$ cat src/rtl/psram_responder.sv
`default_nettype none
// ============================================================================
// Module   : psram_responder
// Purpose  : Serial (SPI mode 0) PSRAM device responder. Oversamples the
//            link in the sys_clk domain, decodes ce_n-framed commands
//            (0x66 Reset Enable, 0x99 Reset, 0x02 Write, 0x03 Read with a
//            24-bit address) and backs Read/Write with a small byte array.
// Options  : `define PSRAM_RESPONDER_READ_ID_EN adds command 0x9F
//            (Read ID: 24 dummy bits, then 0x0D,0x5D,0x00,0x00 repeating).
// Ports    : sys_clk, sys_reset    - clock, async active-high reset
//            psram_ce_n/clk/si     - serial link from the initiator
//            psram_so, psram_so_oe - serial data out and its enable
//            cmd_valid, cmd_byte   - command byte strobe and held value
//            reset_armed           - a clean 0x66 frame has been seen
//            reset_pulse           - 0x66 -> 0x99 sequence detected
//            busy                  - frame in progress
// Revision : 1.0 - initial release
// ============================================================================
module psram_responder #(
  parameter int ADDR_BITS   = 6,
  parameter int SYNC_STAGES = 2   // minimum 2
) (
  input  logic       sys_clk,
  input  logic       sys_reset,
  input  logic       psram_ce_n,
  input  logic       psram_clk,
  input  logic       psram_si,
  output logic       psram_so,
  output logic       psram_so_oe,
  output logic       cmd_valid,
  output logic [7:0] cmd_byte,
  output logic       reset_armed,
  output logic       reset_pulse,
  output logic       busy
);

  localparam int DEPTH = 2 ** ADDR_BITS;
  // Only the address LSBs and a full byte are ever needed from the shifter.
  localparam int SW    = (ADDR_BITS > 8) ? ADDR_BITS : 8;

  localparam logic [7:0] CMD_RST_EN = 8'h66;
  localparam logic [7:0] CMD_RST    = 8'h99;
  localparam logic [7:0] CMD_WRITE  = 8'h02;
  localparam logic [7:0] CMD_READ   = 8'h03;
`ifdef PSRAM_RESPONDER_READ_ID_EN
  localparam logic [7:0] CMD_RDID   = 8'h9F;
`endif

  typedef enum logic [2:0] {
    ST_IDLE   = 3'd0,
    ST_CMD    = 3'd1,
    ST_WADDR  = 3'd2,
    ST_RADDR  = 3'd3,
    ST_WDATA  = 3'd4,
    ST_RDATA  = 3'd5,
    ST_IGNORE = 3'd6
`ifdef PSRAM_RESPONDER_READ_ID_EN
    ,
    ST_RIDA   = 3'd7
`endif
  } state_t;

  // ---------------------------------------------------------------------
  // Input synchronizers and edge detection
  // ---------------------------------------------------------------------
  // The ce_n chain resets to 0 ("inside a frame") so that a frame already
  // in flight when reset releases never produces a false ce_fall; a start
  // is only accepted after ce_n has genuinely been seen high.
  logic [SYNC_STAGES-1:0] ce_sync_q, clk_sync_q, si_sync_q;
  logic                   ce_prev_q, clk_prev_q;

  always_ff @(posedge sys_clk or posedge sys_reset) begin
    if (sys_reset) begin
      ce_sync_q  <= '0;
      clk_sync_q <= '0;
      si_sync_q  <= '0;
      ce_prev_q  <= 1'b0;
      clk_prev_q <= 1'b0;
    end else begin
      ce_sync_q  <= {ce_sync_q[SYNC_STAGES-2:0], psram_ce_n};
      clk_sync_q <= {clk_sync_q[SYNC_STAGES-2:0], psram_clk};
      si_sync_q  <= {si_sync_q[SYNC_STAGES-2:0], psram_si};
      ce_prev_q  <= ce_sync_q[SYNC_STAGES-1];
      clk_prev_q <= clk_sync_q[SYNC_STAGES-1];
    end
  end

  logic ce_s, clk_s, si_s;
  logic clk_rise, clk_fall, ce_rise, ce_fall;

  assign ce_s     = ce_sync_q[SYNC_STAGES-1];
  assign clk_s    = clk_sync_q[SYNC_STAGES-1];
  assign si_s     = si_sync_q[SYNC_STAGES-1];
  assign clk_rise =  clk_s & ~clk_prev_q;
  assign clk_fall = ~clk_s &  clk_prev_q;
  assign ce_rise  =  ce_s  & ~ce_prev_q;
  assign ce_fall  = ~ce_s  &  ce_prev_q;

  // ---------------------------------------------------------------------
  // State
  // ---------------------------------------------------------------------
  state_t                 state_q, state_d;
  logic [4:0]             bitcnt_q, bitcnt_d;
  logic [SW-2:0]          shift_q, shift_d;
  logic [ADDR_BITS-1:0]   addr_q, addr_d;
  logic [7:0]             rd_shift_q, rd_shift_d;
  logic                   so_q, so_d;
  logic                   so_oe_q, so_oe_d;
  logic                   cmd_valid_q, cmd_valid_d;
  logic [7:0]             cmd_byte_q, cmd_byte_d;
  logic                   armed_q, armed_d;
  logic                   pending_q, pending_d;   // 0x66 done, no bits since
  logic                   pulse_q, pulse_d;
  logic                   frame_ok_q, frame_ok_d; // ce_n seen high since reset
`ifdef PSRAM_RESPONDER_READ_ID_EN
  logic                   rid_q, rid_d;           // data phase streams ID
  logic [1:0]             id_idx_q, id_idx_d;
`endif

  logic [7:0]             mem_q [DEPTH];
  logic                   mem_we;
  logic [ADDR_BITS-1:0]   mem_waddr;
  logic [7:0]             mem_wdata;

  logic [SW-1:0]          shift_in;
  logic [ADDR_BITS-1:0]   addr_next;

  assign shift_in  = {shift_q, si_s};
  assign addr_next = addr_q + 1'b1;   // wraps DEPTH-1 -> 0 by width

`ifdef PSRAM_RESPONDER_READ_ID_EN
  function automatic logic [7:0] id_byte(input logic [1:0] idx);
    case (idx)
      2'd0:    id_byte = 8'h0D;
      2'd1:    id_byte = 8'h5D;
      default: id_byte = 8'h00;
    endcase
  endfunction
`endif

  always_comb begin
    state_d     = state_q;
    bitcnt_d    = bitcnt_q;
    shift_d     = shift_q;
    addr_d      = addr_q;
    rd_shift_d  = rd_shift_q;
    so_d        = so_q;
    so_oe_d     = so_oe_q;
    cmd_valid_d = 1'b0;
    cmd_byte_d  = cmd_byte_q;
    armed_d     = armed_q;
    pending_d   = pending_q;
    pulse_d     = 1'b0;
    frame_ok_d  = frame_ok_q | ce_s;
    mem_we      = 1'b0;
    mem_waddr   = addr_q;
    mem_wdata   = shift_in[7:0];
`ifdef PSRAM_RESPONDER_READ_ID_EN
    rid_d       = rid_q;
    id_idx_d    = id_idx_q;
`endif

    if (ce_fall && frame_ok_q) begin
      // Fresh frame; also recovers from a ce_fall seen outside IDLE.
      state_d   = ST_CMD;
      bitcnt_d  = 5'd0;
      shift_d   = '0;
      pending_d = 1'b0;
      so_d      = 1'b0;
      so_oe_d   = 1'b0;
    end else begin
      case (state_q)
        ST_CMD: begin
          if (clk_rise) begin
            shift_d  = shift_in[SW-2:0];
            bitcnt_d = bitcnt_q + 5'd1;
            if (bitcnt_q == 5'd7) begin
              bitcnt_d    = 5'd0;
              cmd_valid_d = 1'b1;
              cmd_byte_d  = shift_in[7:0];
              case (shift_in[7:0])
                CMD_RST_EN: begin
                  state_d   = ST_IGNORE;
                  pending_d = 1'b1;
                end
                CMD_RST: begin
                  state_d = ST_IGNORE;
                  pulse_d = armed_q;
                end
                CMD_WRITE: state_d = ST_WADDR;
                CMD_READ:  state_d = ST_RADDR;
`ifdef PSRAM_RESPONDER_READ_ID_EN
                CMD_RDID:  state_d = ST_RIDA;
`endif
                default:   state_d = ST_IGNORE;
              endcase
            end
          end
        end

        ST_WADDR, ST_RADDR: begin
          if (clk_rise) begin
            shift_d  = shift_in[SW-2:0];
            bitcnt_d = bitcnt_q + 5'd1;
            if (bitcnt_q == 5'd23) begin
              bitcnt_d = 5'd0;
              addr_d   = shift_in[ADDR_BITS-1:0];
              if (state_q == ST_WADDR) begin
                state_d = ST_WDATA;
              end else begin
                state_d    = ST_RDATA;
                rd_shift_d = mem_q[shift_in[ADDR_BITS-1:0]];
`ifdef PSRAM_RESPONDER_READ_ID_EN
                rid_d      = 1'b0;
`endif
              end
            end
          end
        end

`ifdef PSRAM_RESPONDER_READ_ID_EN
        ST_RIDA: begin
          if (clk_rise) begin
            bitcnt_d = bitcnt_q + 5'd1;
            if (bitcnt_q == 5'd23) begin
              bitcnt_d   = 5'd0;
              state_d    = ST_RDATA;
              rid_d      = 1'b1;
              id_idx_d   = 2'd0;
              rd_shift_d = id_byte(2'd0);
            end
          end
        end
`endif

        ST_WDATA: begin
          if (clk_rise) begin
            shift_d  = shift_in[SW-2:0];
            bitcnt_d = bitcnt_q + 5'd1;
            if (bitcnt_q == 5'd7) begin
              bitcnt_d  = 5'd0;
              mem_we    = 1'b1;
              mem_waddr = addr_q;
              mem_wdata = shift_in[7:0];
              addr_d    = addr_next;
            end
          end
        end

        ST_RDATA: begin
          if (clk_fall) begin
            so_oe_d    = 1'b1;
            so_d       = rd_shift_q[7];
            rd_shift_d = {rd_shift_q[6:0], 1'b0};
            bitcnt_d   = bitcnt_q + 5'd1;
            if (bitcnt_q == 5'd7) begin
              bitcnt_d   = 5'd0;
`ifdef PSRAM_RESPONDER_READ_ID_EN
              if (rid_q) begin
                id_idx_d   = id_idx_q + 2'd1;
                rd_shift_d = id_byte(id_idx_q + 2'd1);
              end else begin
                addr_d     = addr_next;
                rd_shift_d = mem_q[addr_next];
              end
`else
              addr_d     = addr_next;
              rd_shift_d = mem_q[addr_next];
`endif
            end
          end
        end

        ST_IGNORE: begin
          // Any bit after a 0x66 disqualifies the frame from arming.
          if (clk_rise) pending_d = 1'b0;
        end

        default: ;
      endcase

      // Frame end is applied after the bit work above, so a byte that
      // completes in the same cycle still counts.
      if (ce_rise) begin
        state_d  = ST_IDLE;
        bitcnt_d = 5'd0;
        so_d     = 1'b0;
        so_oe_d  = 1'b0;
        armed_d  = pending_d;
      end
    end
  end

  always_ff @(posedge sys_clk or posedge sys_reset) begin
    if (sys_reset) begin
      state_q     <= ST_IDLE;
      bitcnt_q    <= 5'd0;
      shift_q     <= '0;
      addr_q      <= '0;
      rd_shift_q  <= 8'h00;
      so_q        <= 1'b0;
      so_oe_q     <= 1'b0;
      cmd_valid_q <= 1'b0;
      cmd_byte_q  <= 8'h00;
      armed_q     <= 1'b0;
      pending_q   <= 1'b0;
      pulse_q     <= 1'b0;
      frame_ok_q  <= 1'b0;
`ifdef PSRAM_RESPONDER_READ_ID_EN
      rid_q       <= 1'b0;
      id_idx_q    <= 2'd0;
`endif
    end else begin
      state_q     <= state_d;
      bitcnt_q    <= bitcnt_d;
      shift_q     <= shift_d;
      addr_q      <= addr_d;
      rd_shift_q  <= rd_shift_d;
      so_q        <= so_d;
      so_oe_q     <= so_oe_d;
      cmd_valid_q <= cmd_valid_d;
      cmd_byte_q  <= cmd_byte_d;
      armed_q     <= armed_d;
      pending_q   <= pending_d;
      pulse_q     <= pulse_d;
      frame_ok_q  <= frame_ok_d;
`ifdef PSRAM_RESPONDER_READ_ID_EN
      rid_q       <= rid_d;
      id_idx_q    <= id_idx_d;
`endif
    end
  end

  // Array contents survive reset.
  always_ff @(posedge sys_clk) begin
    if (mem_we) mem_q[mem_waddr] <= mem_wdata;
  end

  assign psram_so    = so_q;
  assign psram_so_oe = so_oe_q;
  assign cmd_valid   = cmd_valid_q;
  assign cmd_byte    = cmd_byte_q;
  assign reset_armed = armed_q;
  assign reset_pulse = pulse_q;
  assign busy        = ~ce_s & frame_ok_q;

endmodule
`default_nettype wire

$ cat config.mk
export PLATFORM = sky130hd
export DESIGN_NAME = psram_responder
export DESIGN_NICKNAME = d
export VERILOG_FILES = /design/src/rtl/psram_responder.sv
export SDC_FILE = /design/constraint.sdc
export NUM_CORES = 1
export LEC_CHECK = 0
export ABC_CLOCK_PERIOD_IN_PS = 8700
export BUFFER_PORTS_ARGS = -buffer_cell sky130_fd_sc_hd__buf_2
export CORE_ASPECT_RATIO = 1.75
export CORE_MARGIN = 4
export CORE_UTILIZATION = 65
export CTS_BUF_LIST = sky130_fd_sc_hd__clkbuf_4 sky130_fd_sc_hd__clkbuf_8
export DETAILED_ROUTE_END_ITERATION = 8
export GPL_TIMING_DRIVEN = 1
export PLACE_DENSITY = 0.88
export RECOVER_POWER = 100
export REMOVE_ABC_BUFFERS = 1
export SETUP_SLACK_MARGIN = 0.5
export SYNTH_ARGS = -nofsm -noshare
export SYNTH_HDL_FRONTEND = slang
export SYNTH_SLANG_ARGS = --single-unit
$ cat constraint.sdc
create_clock -name sys_clk -period 8.7 [get_ports sys_clk]
set_input_delay 2.175 -clock sys_clk [delete_from_list [all_inputs] [get_ports sys_clk]]
set_output_delay 2.175 -clock sys_clk [all_outputs]
set_load 0.03 [all_outputs]
Word-level counts from Yosys, hierarchy flattened
Memory sizes are Yosys's and may differ from the RTL's.
Cells that the tools add are included.
{"block": "classes", "bitwise": 11, "eq_ne": 23, "mux": 59, "add_sub_neg": 2, "n_reduce_logical": 20}
{"cell": "8-bit two-way mux", "n": 5}
{"cell": "5-bit two-way mux", "n": 7}
{"cell": "6-bit two-way mux", "n": 5}
{"cell": "1-bit two-way mux", "n": 27}
{"cell": "7-bit two-way mux", "n": 3}
{"cell": "4-bit inequality test, second input constant", "n": 5}
{"cell": "3-bit two-way mux", "n": 6}
{"cell": "6-bit one-hot mux with 3 select lines", "n": 1}
{"cell": "8-bit by 2-bit equality test with 1-bit output, second input constant", "n": 2}
{"cell": "8-bit one-hot mux with 2 select lines", "n": 1}
{"cell": "5-bit one-hot mux with 3 select lines", "n": 1}
{"cell": "3-bit one-hot mux with 2 select lines", "n": 2}
{"cell": "6-bit AND reduction", "n": 2}
{"cell": "2-bit inequality test, second input constant", "n": 5}
{"cell": "3-bit equality test, second input constant", "n": 3}
{"cell": "3-bit nonzero test", "n": 3}
{"cell": "8-bit by 7-bit equality test with 1-bit output, second input constant", "n": 1}
{"cell": "8-bit equality test, second input constant", "n": 1}
{"cell": "4-bit AND reduction", "n": 2}
{"cell": "6-bit by 1-bit adder with 6-bit output, second input constant", "n": 1}
{"cell": "3-bit by 2-bit equality test with 1-bit output, second input constant", "n": 2}
{"cell": "2-bit AND reduction", "n": 3}
{"cell": "2-bit nonzero test", "n": 3}
{"cell": "5-bit by 1-bit adder with 5-bit output, second input constant", "n": 1}
{"cell": "other kinds (14)", "n": 23}
{"block": "totals", "input_bits": 5, "reg_bits": 52, "ram_bits": 512, "memories": 1, "elab_cells": 134, "output_inout_bits": 14}
{"memory": "mem_q", "depth": 64, "word_bits": 8, "read_ports": 2, "rd_clocked_by_memory_dff": 0, "write_ports": 1, "line_no": "120", "source": "logic [7:0] mem_q [DEPTH];"}

Longest topological paths before layout
{"block": "depth", "ltp_word": 7, "ltp_mapped": 10, "mapped_depth_nobuf": 7}

Worst setup path after synthesis
No wires, ideal clock.
{"block": "synth_path", "path_kind": "register to output", "from": "register ce_sync_q[1]", "to": "output busy", "stages_incl_launch_ff": 2, "n_path_buf": 0, "path_slack_ns": 5.669, "t_required_ns": 6.525, "arrival_ns": 0.856, "cell_sequence": "dfrtp_1 nor2b_1"}
{"block": "synth_via", "elab_chain_cells": 2}
{"item": "start: declaration", "line_no": "69", "source": "logic [SYNC_STAGES-1:0] ce_sync_q, clk_sync_q, si_sync_q;"}
{"item": "start signal: assignment", "line_no": "80", "source": "ce_sync_q <= {ce_sync_q[SYNC_STAGES-2:0], psram_ce_n};"}
{"item": "1-bit inverter", "line_no": "345", "source": "assign busy = ~ce_s & frame_ok_q;"}
{"item": "1-bit bitwise AND", "line_no": "345"}
{"item": "end: declaration", "line_no": "34", "source": "output logic busy"}
No other way between the ends.

Final worst setup path
{"block": "layout_path", "from": "register shift_q[1]", "to": "register rd_shift_q[5]"}
{"block": "layout_via", "elab_chain_cells": 5}
{"item": "start: declaration", "line_no": "104", "source": "logic [SW-2:0] shift_q, shift_d;"}
{"item": "start signal: assignment", "line_no": "316", "source": "shift_q <= shift_d;"}
{"item": "memory read 64 x 8 bit"}
{"item": "8-bit two-way mux", "line_no": "208", "source": "if (state_q == ST_WADDR) begin"}
{"item": "8-bit two-way mux", "line_no": "205", "source": "if (bitcnt_q == 5'd23) begin"}
{"item": "8-bit two-way mux", "line_no": "202", "source": "if (clk_rise) begin"}
{"item": "8-bit one-hot mux with 2 select lines", "line_no": "172", "source": "case (state_q)"}
{"item": "end signal: assignment", "line_no": "318", "source": "rd_shift_q <= rd_shift_d;"}
{"item": "end: declaration", "line_no": "106", "source": "logic [7:0] rd_shift_q, rd_shift_d;"}
No other way between the ends. The select of a mux whose other input is x is not followed.
A chain may end at the register's enable or synchronous reset.

==> impl_metrics.csv <==
group,metric,value,unit
run_status,run_status,"finished, violations left",
run_status,violations,"capacitance limit, slew limit",
cells_and_area,fillers,2330,
logic_synthesis,synth_xor_area_share,0.291,%
global_routing,antenna_found_initial,1,
cells_and_area,utilization,70.9,%
cts,cts.repair.resized,0,
cts,htreeDepth,3,
min_path,worstHoldEndpoint,"ce_sync_q[1]$_DFF_PP0_",
worst_setup_path,cp-end-kind,"register",
cts,cts_sinks,564,
placed_design,gp_congestion,0.998,
placed_design,dp_hpwl,45.3,mm
sta,layout_min_cycle_time,6400,ps
logic_synthesis,synthSimpleGateAreaFrac,5.44,%
die,die_width,161,um
worst_setup_path,rr_endpoint,"rd_shift_q[5]$_DFFE_PP0P_",
sta,tightest_slew,3780,ps
sta,setup_viol,0,
min_path,min_path_type,"register to register",
cts,clk_latency,660,ps
sta,slew_headroom,-152,%
min_path,hold_path_depth,0,
logic_synthesis,synth_edf_count,512,
cts,clk_pin_slew,70,ps
route,detail_route.vias_per_cell,7.60,
worst_setup_path,crit_type,"register to register",
worst_setup_path,worstPathArrival,6920,ps
cells_and_area,area_delta_synth_final,7.09,%
worst_setup_path,cpMaxStageDelayCell,"clkbuf_1",
logic_synthesis,async_flop_share,9.22,%
logic_synthesis,synth_top_family_by_area,"multiplexers",
die,chipHeight,276,um
flow_run,drv_cap,10,
route,drc,0,
route,wirelength,71.7,mm
logic_synthesis,synth_top_area_cell,"edfxtp_1",
global_routing,grt_first_pass_wirelength,107,mm
worst_setup_path,path_common_cell,"o22ai_1",
logic_synthesis,synth_seq_cells,564,
global_routing,grt_use_total,33.0,%
route,ant_nets,0,
power,ir_drop,0.109,mV
worst_setup_path,cp_slowest_stage_delay,1940,ps
global_routing,grt_pass1_vias,16700,
cts,numCtsBuffers,75,
cts,postCtsSetupBuffers,0,
placed_design,numPortBuffers,18,
min_path,hold_start,"ce_sync_q[0]$_DFF_PP0_",
sta,hold_viol,0,
cts,ctsHoldBuffers,0,
route,vias,16500,
worst_setup_path,ff2ff_setup_slack,2300,ps
logic_synthesis,netlist_area,0.0267,mm^2
cts,root_buffer,"clkbuf_8",
worst_setup_path,critical_path.top_delay_family,"compound AO/OA/AOI/OAI gates",
power,power.density,182,mW/mm^2
logic_synthesis,synthTopCellsByArea,"edfxtp_1, mux4_2, dfrtp_1, mux2i_1, mux4_1",
sta,rsz0062_at_grt,"no",
worst_setup_path,startpoint_type,"register",
route,drt_iter0_markers,2916,
global_routing,grt_max_degree,103,
cts,cts_tree,"yes",
logic_synthesis,synthCells,1559,
sta,skew,22.2,ps
logic_synthesis,synthAdderAreaFrac,0.0938,%
worst_setup_path,rr_startpoint,"shift_q[1]$_DFFE_PP0P_",
sta,finalCritPeriodShare,73.6,%
logic_synthesis,synth.distinct_cells,67,
worst_setup_path,crit_required,9220,ps
logic_synthesis,synth_top_area_share,57.7,%
die,die-area,0.0445,mm^2
worst_setup_path,cp_max_fo,58,
logic_synthesis,synth_compound_area_share,4.96,%
power,p_leak,9.50,nW
cts,cts_max_path_buffers,3,
logic_synthesis,seq_area_frac_synth,62.5,%
logic_synthesis,syn_avg_cell_area,17.1,um^2
die,start_util,66.2,%
logic_synthesis,yosys_warnings,0,
route,avgRoutedWirePerCell,33.0,um
sta,drv_slew,549,
cells_and_area,fin_nets,1570,
worst_setup_path,crit_buf_inv,1,
global_routing,globalRoute.totalOverflow,0,
die,core,0.0403,mm^2
logic_synthesis,synthMuxAreaShare,24.3,%
sta,fmax,156,MHz
route,firstDrtPassIters,6,
die,ios,19,
worst_setup_path,crit_chain,"clkbuf_1 -> or3_1 -> o22ai_1 -> a2111oi_0 -> o31ai_1 -> o22ai_1 -> a31oi_1",
die,rows,97,
worst_setup_path,ff2ff_path_depth,7,
power,power.total,5.19,mW
logic_synthesis,synth_ff_type,"edfxtp_1",
cells_and_area,drive_gt1_share,23.9,%
==> synthesized netlist by cell type (all sizes together), types with 8 or more instances <==
| library cell | n |
|---|---|
| a2111oi | 14 |
| a21oi | 21 |
| a221oi | 14 |
| a22o | 15 |
| a31oi | 14 |
| and2 | 8 |
| buf | 69 |
| clkbuf | 46 |
| dfrtp | 52 |
| edfxtp | 512 |
| mux2 | 22 |
| mux2i | 119 |
| mux4 | 220 |
| nand2 | 96 |
| nand2b | 8 |
| nand3 | 31 |
| nand4 | 10 |
| nor2 | 102 |
| nor2b | 15 |
| o21ai | 24 |
| o22ai | 62 |
| o31ai | 10 |
| or3 | 8 |
==> cells in the final DEF, fill, tap and decap left out, drive strengths merged, types with 4 or more instances in the layout <==
cell type	count
mux2	22
clkbuf	118
o21ai	24
a22o	15
xor2	4
nand4	10
and3	5
xnor2	4
a21oi	21
or3b	4
nand2b	8
nand2	96
inv	6
nor2	102
or3	8
o22ai	62
dfrtp	52
a2111oi	14
nand3b	5
mux4	220
nand3	31
mux2i	119
and2	8
clkinv	34
o31ai	10
a31oi	14
edfxtp	512
or2	4
buf	22
nor4	5
nor3	4
nor2b	15
a221oi	14
==> per-layer routing <==
layer  vias up  GRT usage [%]  routed length (um)
met5         -          0.222                   0
met2      1442           53.7               35200
met4         0           26.9                7670
li1       6469              -                   -
met3       409           6.60                7610
met1      8167           38.2               21200
==> metrics by stage <==
step	setup slack (ps)	instances	TNS, ps	hold slack [ps]	cell area, um^2
6_report	2300	2170	0	357	28600
5_1_grt	2190	2170	0	366	28600
4_1_cts	4350	2169	0	362	28600
3_5_place_dp	4350	2030	0	336	27100
3_3_place_gp	4420	2030	0	347	27100
2_1_floorplan	-734	1444	-3870	331	26000
==> power breakdown <==
part	leakage (nW)	switching, mW	internal [mW]
clock	0.799	0.999	1.03
sequential	6.04	0.0255	2.94
combinational	2.67	0.109	0.0794
total	9.50	1.13	4.05
==> area by class of cell <==
class,count,area (um^2),area share [%]
flip-flops and latches,564,16700,58.4
repair buffers,42,243,0.850
clock inverters,41,273,0.955
inverters,5,18.8,0.0657
clock buffers,98,1240,4.35
diodes,1,2.50,0.00876
multi-input cells,875,9410,33.0
well taps,544,681,2.38
==> cells by family (layout without fill, tap and decap cells) <==
group | count (synthesis) | after routing
AOI/OAI and AO/OA | 193 | 193
xor gates and xnor gates | 8 | 8
adders and majority gates | 2 | 2
buffers and inverters | 120 | 186
DFF | 564 | 564
muxes | 361 | 361
other | 0 | 1
and+or+nand+nor | 311 | 311
==> flip-flops by register name, indices dropped and copies added (netlist names) <==
register,count
mem_q,512
cmd_byte,8
rd_shift_q,8
shift_q,7
addr_q,6
bitcnt_q,5
state_q,3
ce_sync_q,2
clk_sync_q,2
si_sync_q,2
ce_prev_q,1
clk_prev_q,1
cmd_valid,1
frame_ok_q,1
pending_q,1
psram_so,1
psram_so_oe,1
reset_armed,1
reset_pulse,1
==> how the worst max path moves through the flow <==
stage               slack, ps  cells after the start                    from                         to
floorplan                -730                      7   addr_q[0]$_DFFE_PP0P_  rd_shift_q[0]$_DFFE_PP0P_
global placement         4420                      8   addr_q[0]$_DFFE_PP0P_  rd_shift_q[0]$_DFFE_PP0P_
detailed placement       4350                      8   addr_q[0]$_DFFE_PP0P_  rd_shift_q[0]$_DFFE_PP0P_
CTS                      4350                      8   addr_q[0]$_DFFE_PP0P_  rd_shift_q[0]$_DFFE_PP0P_
global route             2190                      7  shift_q[1]$_DFFE_PP0P_  rd_shift_q[5]$_DFFE_PP0P_
finish                   2300                      7  shift_q[1]$_DFFE_PP0P_  rd_shift_q[5]$_DFFE_PP0P_
Power figures use the tool's default switching activity.
